**config.mk**
```make
export PLATFORM = sky130hd
export DESIGN_NAME = if_fetch_stage
export DESIGN_NICKNAME = d
export VERILOG_FILES = /design/src/rtl/if_fetch_stage.sv
export SDC_FILE = /design/constraint.sdc
export NUM_CORES = 1
export LEC_CHECK = 0
export CAP_MARGIN = 20
export CORE_MARGIN = 8
export CORE_UTILIZATION = 49
export DETAILED_ROUTE_END_ITERATION = 10
export GPL_TIMING_DRIVEN = 1
export PLACE_DENSITY_LB_ADDON = 0.3
export SYNTH_ARGS = -nofsm -noshare
export SYNTH_HDL_FRONTEND = slang
export SYNTH_SLANG_ARGS = --single-unit
```
**constraint.sdc**
```tcl
create_clock -name Clk -period 4.1 [get_ports Clk]
set_input_delay 1.025 -clock Clk [delete_from_list [all_inputs] [get_ports Clk]]
set_output_delay 1.025 -clock Clk [all_outputs]
set_load 0.01 [all_outputs]
```
**src/rtl/if_fetch_stage.sv**
```systemverilog
// Instruction-fetch stage: owns the fetch PC and the IF/ID pipeline register.
// Each edge resolves Reset, then branch redirect, then stall, then normal advance.
module if_fetch_stage #(
  parameter logic [31:0] RESET_PC    = 32'h00000000,
  parameter logic [31:0] BUBBLE_WORD = 32'h00000000
) (
  input  logic        Clk,
  input  logic        Reset,
  input  logic        stall,
  input  logic        branch_taken,
  input  logic [31:0] branch_target,
  input  logic [31:0] IF_instruction,
  output logic [31:0] IF_pc,
  output logic [31:0] ID_instruction,
  output logic [31:0] ID_pc,
  output logic [31:0] ID_pc_plus4,
  output logic        ID_valid,
  output logic [15:0] fetch_count
);

  localparam logic [31:0] RESET_PC_ALIGNED = {RESET_PC[31:2], 2'b00};

  logic [31:0] r_pc;
  logic [31:0] r_id_instruction;
  logic [31:0] r_id_pc;
  logic [31:0] r_id_pc_plus4;
  logic        r_id_valid;
  logic [15:0] r_fetch_count;

  logic [31:0] w_pc_plus4;
  logic [31:0] w_branch_pc;
  logic        w_unused_tgt_bits;

  // Wraps modulo 2^32 with no overflow indication.
  assign w_pc_plus4        = r_pc + 32'd4;
  assign w_branch_pc       = {branch_target[31:2], 2'b00};
  assign w_unused_tgt_bits = ^branch_target[1:0];

  always_ff @(posedge Clk) begin
    if (Reset) begin
      r_pc             <= RESET_PC_ALIGNED;
      r_id_instruction <= BUBBLE_WORD;
      r_id_pc          <= 32'd0;
      r_id_pc_plus4    <= 32'd0;
      r_id_valid       <= 1'b0;
      r_fetch_count    <= 16'd0;
    end else if (branch_taken) begin
      // Redirect wins over stall; the wrong-path word in IF is squashed.
      r_pc             <= w_branch_pc;
      r_id_instruction <= BUBBLE_WORD;
      r_id_pc          <= 32'd0;
      r_id_pc_plus4    <= 32'd0;
      r_id_valid       <= 1'b0;
    end else if (!stall) begin
      r_pc             <= w_pc_plus4;
      r_id_instruction <= IF_instruction;
      r_id_pc          <= r_pc;
      r_id_pc_plus4    <= w_pc_plus4;
      r_id_valid       <= 1'b1;
      if (r_fetch_count != 16'hFFFF) begin
        r_fetch_count <= r_fetch_count + 16'd1;
      end
    end
  end

  assign IF_pc          = r_pc;
  assign ID_instruction = r_id_instruction;
  assign ID_pc          = r_id_pc;
  assign ID_pc_plus4    = r_id_pc_plus4;
  assign ID_valid       = r_id_valid;
  assign fetch_count    = r_fetch_count;

endmodule

```
=== Word level (Yosys, flattened, before mapping) ===
Index checks and enable logic that the tools add are counted.

* $add $sub $neg: 2
* Equal/unequal tests: 2
* Muxes and demuxes: 2
* Bitwise gates (word level): 2
* Reduce and logical (&&, ||, !) cells: 2

{| class="wikitable"
|+ Operators by type and width
! cell !! count
|-
| 32-bit 2-to-1 mux || 2
|-
| 32-bit by 3-bit adder with 32-bit output (second input constant) || 1
|-
| 16-bit by 1-bit adder with 16-bit output (second input constant) || 1
|-
| 16-bit inequality test (second input constant) || 1
|-
| 3-bit AND reduction || 1
|-
| 2-bit by 1-bit inequality test with 1-bit output (second input constant) || 1
|-
| 1-bit NOT || 2
|-
| 2-bit OR reduction || 1
|}

* Register bits: 145
* Output and inout port bits: 145
* Word-level logic and storage cells: 17

=== Depth between registers and ports, before layout ===
Gate-level depths: netlist of run 1.

* Depth after elaboration: 3
* Mapped depth: 9
* Gate-level depth less buffers: 6

=== Worst setup path before layout of run 1 ===
Ideal clock, no wire load.

* Path type: input -> register
* Start point: input stall
* End point: register r_fetch_count[15] (netlist: fetch_count[15])
* Arrival time: 2.413 ns
* Setup slack: 1.560 ns
* Cell stages on the path: 7
* Buffers on the path: 2
* Cell sequence: buf_6 > or2_1 > buf_6 > or4b_4 > nor3_1 > xnor2_1 > nor2_1

* Cells in the longest elaborated chain, start to end: 2

{| class="wikitable"
|+ RTL lines
! element !! RTL line !! text
|-
| from (decl) || 9 || <nowiki>input logic stall,</nowiki>
|-
| 1-bit NOT (no line) || -- ||
|-
| 3-bit AND reduction (no line) || -- ||
|-
| to (signal assigned) || 61 || <nowiki>r_fetch_count <= r_fetch_count + 16'd1;</nowiki>
|-
| to (decl) || 28 || <nowiki>logic [15:0] r_fetch_count;</nowiki>
|}

Every way passes these cells.
A chain may end at the register's enable or synchronous reset.

=== Worst setup path after layout of run 1 ===
* Start point: input branch_taken
* End point: register r_fetch_count[15] (netlist: fetch_count[15])

* Cells in the longest elaborated chain, start to end: 2

{| class="wikitable"
|+ RTL lines
! element !! RTL line !! text
|-
| from (decl) || 10 || <nowiki>input logic branch_taken,</nowiki>
|-
| 1-bit NOT (no line) || -- ||
|-
| 3-bit AND reduction (no line) || -- ||
|}

Every way passes these cells.

==> run_results.csv, run 1 <==
group,metric,value,unit
outcome,status,"completed",
sta,max_freq,0.364,GHz
sta,rsz0062_at_grt,"no",
sta,period_share,67.0,%
setup_path,timing.rr.start,"IF_pc[6]",
worst_hold_path,min_to,"ID_valid",
route,routed_wl,18.2,mm
layout,drive_above_1_share,5.28,%
layout,syn2layout_area_growth,42.1,%
yosys,synth_top_flop_cell,"dfxtp_1",
setup_path,regToRegSetupSlack,1790,ps
global_routing,overflow,0,
sta,final-max-slew-violation-count,0,
setup_path,worstSetupStartpointType,"input port",
yosys,yosys.area.top_type,"dfxtp_1",
power_and_ir_drop,p_sw,777,uW
route,drc,0,
setup_path,timing.setup.critical_path_class,"in2reg",
layout,num_antenna_cells,0,
layout,nets,947,
worst_hold_path,min_path_type,"reg2reg",
clock_tree,cts_root_buf,"clkbuf_16",
yosys,ys_async_sr_fraction,0,%
floorplan,row_count,41,
power_and_ir_drop,seqPwrFrac,45.4,%
placed_design,io_buffers,204,
global_routing,antenna_found_initial,0,
power_and_ir_drop,cellPowerDensity,367,mW/mm^2
yosys,synth.avg_cell_area,8.86,um^2
route,ant_nets,0,
global_routing,grt_pass1_wl,29.1,mm
yosys,synth_edf_count,0,
clock_tree,cts_tree,"built",
yosys,yosysWarnings,0,
yosys,yosys-top-cells-count,"139 x dfxtp_1, 120 x nor2_1, 68 x mux2i_1",
power_and_ir_drop,peakVddDrop,276,uV
placed_design,place_area,0.00826,mm^2
sta,worst_pin_slew,769,ps
route,dr.max_layer_used,"met4",
yosys,yosysMostFrequentCell,"dfxtp_1",
sta,hold_violations,0,
setup_path,cp.arrival,3040,ps
clock_tree,cts_resized,0,
route,drtIter0Drc,367,
power_and_ir_drop,sw_frac_of_total,24.1,%
setup_path,endpoint_kind,"register",
clock_tree,cts_buffer_depth,2,
placed_design,dp_hpwl,13.2,mm
sta,setup_tns,0,ps
yosys,synth_seq_cells,139,
global_routing,track_usage,22.2,%
setup_path,ff2ff_path_depth,5,
floorplan,initial_utilization,49.6,%
yosys,synth_top_area_share,45.0,%
power_and_ir_drop,power_leakage,3.34,nW
yosys,ys_seq_area_share,45.0,%
yosys,synthTopCellsByArea,"dfxtp_1 45%, mux2i_1 11%, nor2_1 7.3%, xor2_1 5.0%, xnor2_1 3.8%",
global_routing,first_global_vias,5706,
placed_design,gp_congestion,0.830,
yosys,synth_cell_type_count,46,
route,wl_met3,1.33,mm
setup_path,crit_fanout,21,
setup_path,reg2reg_to,"IF_pc[23]",
yosys,synthCells,698,
job,maxCapViolations,0,
global_routing,grt_max_degree,58,
power_and_ir_drop,intPower,2.45,mW
power_and_ir_drop,clockPowerShare,43.1,%
sta,min_period,2750,ps
route,vias,5660,
clock_tree,cts_inserted_buffers,17,
clock_tree,ctsHoldBuffers,0,
worst_hold_path,hp-start,"ID_valid",
sta,slew_headroom,48.7,%
floorplan,io_pins,213,
floorplan,fp.dieH,128,um
clock_tree,clk_latency,420,ps
route,wire_per_inst,17.2,um
clock_tree,htree_levels,4,
route,dr_wl_met2,9.51,mm
setup_path,critPathRequiredTime,4390,ps
route,vias_per_cell,5.33,
clock_tree,cts.sinks,139,
floorplan,die_area,0.0165,mm^2
floorplan,core_region_area,0.0125,mm^2
route,drtPass1Iterations,5,
layout,finalInstanceArea,0.00879,mm^2
route,wirelength_met1,6.90,mm
clock_tree,cts_setup_buffers,0,
power_and_ir_drop,p_comb_share,11.6,%
clock_tree,clk_pin_slew,50,ps
floorplan,dieWidth,128,um
yosys,synth_area,0.00618,mm^2
sta,setup_viol,0,
sta,skew,6.89,ps
worst_hold_path,holdPathStages,2,
[critical path, cell delays in order]
cell	delay (ps)
clkdlybuf4s50_1	400
buf_4	210
or2_1	330
or4b_4	580
nor3_1	260
xnor2_1	160
nor2_1	50
[layout by cell type, fill, tap and decap left out, types with 6 or more instances in the layout]
cell type	count
a21oi_1	42
clkbuf_16	17
nand4_1	23
a211oi_1	21
nor4_1	6
mux2i_1	68
nor3_1	19
nand3_1	23
buf_4	12
xor2_1	35
dfxtp_1	139
and3_1	9
o21ai_0	6
clkdlybuf4s50_1	202
conb_1	6
nor2_1	120
nand2_1	31
o21a_1	7
inv_1	12
xnor2_1	27
o21bai_1	11
clkinv_2	7
[how the worst max path moves through the flow]
stage          depth (start not counted)              end  slack, ps          from
2_1_floorplan                          7  fetch_count[15]       1560         stall
3_3_place_gp                           7  fetch_count[13]        990  branch_taken
3_5_place_dp                           7  fetch_count[13]        950  branch_taken
4_1_cts                                7  fetch_count[15]       1370  branch_taken
5_1_grt                                7  fetch_count[15]       1240  branch_taken
6_report                               7  fetch_count[15]       1350  branch_taken
[metrics by stage]
step                setup slack, ps  hold WS, ps  util (%)  std cells  power [mW]
floorplan                      1560          470         -        703        1.67
global placement                994          433      66.2       1030        1.85
detailed placement              954          436      66.2       1030        1.86
CTS                            1370          445      70.5       1062        3.25
global route                   1240          458      70.5       1062        3.35
finish                         1350          444      70.5       1062        3.22
[state kept, by name, indices dropped and copies added (netlist names)]
| signal | flops |
|---|---|
| ID_pc | 30 |
| ID_pc_plus4 | 30 |
| ID_instruction | 32 |
| ID_valid | 1 |
| fetch_count | 16 |
| IF_pc | 30 |
[metal layers]
| layer | up-vias | GRT usage, % |
|---|---|---|
| met5 | - | 0 |
| met4 | 0 | 9.72 |
| met3 | 43 | 7.07 |
| met2 | 199 | 39.8 |
| met1 | 2674 | 23.4 |
| li1 | 2744 | - |
[power by group through the flow]
stage          clock [mW]  combinational, mW  sequential (mW)
3_3_place_gp            0              0.366             1.49
4_1_cts              1.41              0.377             1.46
2_1_floorplan           0              0.179             1.49
3_5_place_dp            0              0.374             1.49
6_report             1.39              0.373             1.46
5_1_grt              1.48              0.403             1.47
[cell type report]
cell class              count  area, um^2
clock buffers              23         458
clock inverters             9        72.6
fillers                   993        3680
inverters                  13        48.8
multi-input cells         491        3090
flip-flops and latches    139        2780
well taps                 172         215
repair buffers            215        2120
[cell families (layout without fill, tap and decap cells)]
| group | count (synthesis) | after routing | share of synthesized area [%] |
|---|---|---|---|
| xor gates and xnor gates | 62 | 62 | 8.78 |
| and+or+nand+nor | 258 | 258 | 19.8 |
| AOI/OAI and AO/OA | 95 | 95 | 9.65 |
| adders and majority gates | 2 | 2 | 0.405 |
| other | 1 | 6 | 0.0606 |
| muxes | 68 | 68 | 11.0 |
| buffers and inverters | 73 | 260 | 5.34 |
| DFF | 139 | 139 | 45.0 |
(Power assumes the default switching activity.)
==> run 2, diff against run 1 <==
--- a/config.mk
+++ b/config.mk
@@ -7,7 +7,7 @@
 export LEC_CHECK = 0
 export CAP_MARGIN = 20
 export CORE_MARGIN = 8
-export CORE_UTILIZATION = 49
+export CORE_UTILIZATION = 41
 export DETAILED_ROUTE_END_ITERATION = 10
 export GPL_TIMING_DRIVEN = 1
 export PLACE_DENSITY_LB_ADDON = 0.3
==> constraint.sdc (replaced) <==
create_clock -name Clk -period 2.3 [get_ports Clk]
set_input_delay 0.575 -clock Clk [delete_from_list [all_inputs] [get_ports Clk]]
set_output_delay 0.575 -clock Clk [all_outputs]
set_load 0.01 [all_outputs]
==> run 2 against run 1 <==
Against the previous run: count of clock-buffer cells in the layout decreased by 2; total power up 93%; critical path depth down 6; cell count increased by 4.6%; largest power group is now the clock network; via count decreased by 0.78%; cell area up 5.0%; flip-flop and latch count did not move; non-clock buffer count increased by 33; sequential share of layout area shrank 1.5 points; hold slack better by 5.4 ps.
==> run_results.csv, run 2 (synthesized netlist as in run 1, its figures left out) <==
group,metric,value,unit
power_and_ir_drop,p_comb_share,12.1,%
layout,fill_cells,1332,
placed_design,dp_hpwl,13.6,mm
sta,period_share,94.5,%
global_routing,antenna_found_initial,0,
setup_path,ff2ff_path_depth,7,
setup_path,endpoint_kind,"output pin",
setup_path,crit_slowest_cell,"clkdlybuf4s50_1",
global_routing,overflow,0,
clock_tree,cts_inserted_buffers,17,
sta,slew_headroom,62.6,%
sta,skew,9.52,ps
clock_tree,cts_root_buf,"clkbuf_16",
global_routing,grtUsageMet3,6.40,%
clock_tree,cts_buffer_depth,2,
setup_path,path_cells,"clkdlybuf4s50_1",
power_and_ir_drop,seqPwrFrac,41.2,%
layout,largest_reg_flops,32,
layout,final_common_cell,"clkdlybuf4s50_1",
setup_path,timing.setup.critical_path_class,"reg2out",
job,maxCapViolations,0,
floorplan,initial_utilization,41.3,%
route,vias,5616,
sta,holdWs,449,ps
sta,max_freq,0.460,GHz
setup_path,timing.rr.start,"IF_pc[3]",
clock_tree,cts_setup_buffers,0,
floorplan,fp.dieH,139,um
setup_path,cp.arrival,1600,ps
sta,setup_viol,0,
layout,drive_above_1_share,8.99,%
setup_path,cp-startpoint,"IF_pc[18]",
setup_path,endpoint,"IF_pc[18]",
global_routing,use_met1,21.7,%
route,ant_nets,0,
clock_tree,htree_levels,4,
global_routing,first_global_vias,5642,
route,wire_per_inst,16.7,um
clock_tree,cts.sinks,139,
layout,syn2layout_area_growth,49.2,%
sta,rsz0062_at_grt,"no",
sta,worst_pin_slew,557,ps
clock_tree,clk_pin_slew,60,ps
global_routing,grt_pass1_wl,30.1,mm
floorplan,io_pins,213,
clock_tree,cts_tree,"built",
setup_path,reg2reg_to,"IF_pc[30]",
power_and_ir_drop,intPower,4.78,mW
setup_path,crit_fanout,10,
route,drc,0,
floorplan,core_region_area,0.0150,mm^2
setup_path,worstSetupStartpointType,"register",
worst_hold_path,min_path_type,"reg2reg",
power_and_ir_drop,p_sw,1.45,mW
route,drtIter0Drc,328,
layout,layout_common_cells,"203 x clkdlybuf4s50_1, 139 x dfxtp_1, 120 x nor2_1",
placed_design,place_area,0.00859,mm^2
route,routed_wl,18.5,mm
sta,hold_violations,0,
outcome,status,"completed",
power_and_ir_drop,clockPowerShare,46.7,%
global_routing,busiest_layer,"met2",
layout,finalInstanceArea,0.00923,mm^2
route,drtPass1Iterations,4,
power_and_ir_drop,sw_frac_of_total,23.3,%
power_and_ir_drop,peakVddDrop,481,uV
layout,num_antenna_cells,0,
floorplan,row_count,45,
setup_path,path_depth,1,
global_routing,track_usage,19.3,%
power_and_ir_drop,cellPowerDensity,676,mW/mm^2
setup_path,regToRegSetupSlack,300,ps
setup_path,slowest_delay,630,ps
sta,min_period,2170,ps
clock_tree,clk_latency,410,ps
setup_path,critPathRequiredTime,1730,ps
clock_tree,ctsHoldBuffers,0,
setup_path,crit_family,"buffers and inverters",
global_routing,grt_max_degree,47,
floorplan,dieWidth,139,um
power_and_ir_drop,power_leakage,3.56,nW
placed_design,io_buffers,204,
placed_design,gp_congestion,0.856,
sta,final-max-slew-violation-count,0,
floorplan,die_area,0.0193,mm^2
setup_path,critPathBufInv,1,
layout,nets,980,
global_routing,use_met2,33.7,%
route,vias_per_cell,5.05,
## run 2: cell count changes in the layout (fill, tap and decap cells not counted)
cell,previous run,this run
clkbuf_1,5,2
clkinvlp_4,1,3
clkinv_2,7,3
nor4b_1,1,0
buf_12,0,5
bufinv_16,1,4
nor4b_2,0,1
buf_4,12,40
clkdlybuf4s50_1,202,203
buf_2,1,0
inv_6,0,1
clkbuf_8,1,2
## run 2: routing by layer
layer  part of all wire, %  wire length [um]  vias to the layer above
li1                      -                 -                     2812
met1                    40              7470                     2612
met2                    49              9150                      170
met3                   8.4              1560                       22
met4                   1.8               330                        0
met5                     0                 0                        -
## run 2: cell type report
cell class              instances  area (um^2)  share of cell area (%)
clock buffers                  21          460                    4.99
clock inverters                11          166                    1.80
inverters                      13         48.8                   0.529
multi-input cells             491         3100                    33.6
flip-flops and latches        139         2780                    30.2
well taps                     188          235                    2.55
repair buffers                248         2430                    26.4
## run 2: through the flow
stage / TNS, ps / total power [mW] / setup WS [ps] / util [%] / std cells
floorplan: 0 / 2.97 / 210 / - / 703
finish: 0 / 6.23 / 127 / 61.6 / 1111
global route: 0 / 6.48 / 57.5 / 61.6 / 1111
global placement: -167 / 3.37 / -65.7 / 57.4 / 1079
CTS: 0 / 6.31 / 101 / 61.6 / 1111
detailed placement: -320 / 3.38 / -97.0 / 57.4 / 1079
## run 2: what timing repair did
action,4_1_cts,5_1_grt
endpoints found under the setup margin,0,1
endpoints found under the hold margin,0,0
resized for setup,0,1
## run 2: power by group through the flow
| stage | logic (mW) | clock network (mW) | registers (mW) |
|---|---|---|---|
| after CTS | 0.764 | 2.98 | 2.57 |
| after floorplan | 0.319 | 0 | 2.65 |
| final | 0.757 | 2.91 | 2.57 |
| after global placement | 0.757 | 0 | 2.62 |
| after detailed placement | 0.760 | 0 | 2.62 |
| after global routing | 0.820 | 3.08 | 2.58 |
## run 2: how the worst min path moves through the flow
| stage | start | endpoint | slack, ps | cells after the start |
|---|---|---|---|---|
| 4_1_cts | ID_valid | ID_valid | 450 | 2 |
| 5_1_grt | ID_valid | ID_valid | 460 | 2 |
| 3_5_place_dp | ID_valid | ID_valid | 440 | 2 |
| 3_3_place_gp | ID_valid | ID_valid | 430 | 2 |
| 2_1_floorplan | ID_valid | ID_valid | 470 | 2 |
| 6_report | ID_valid | ID_valid | 450 | 2 |
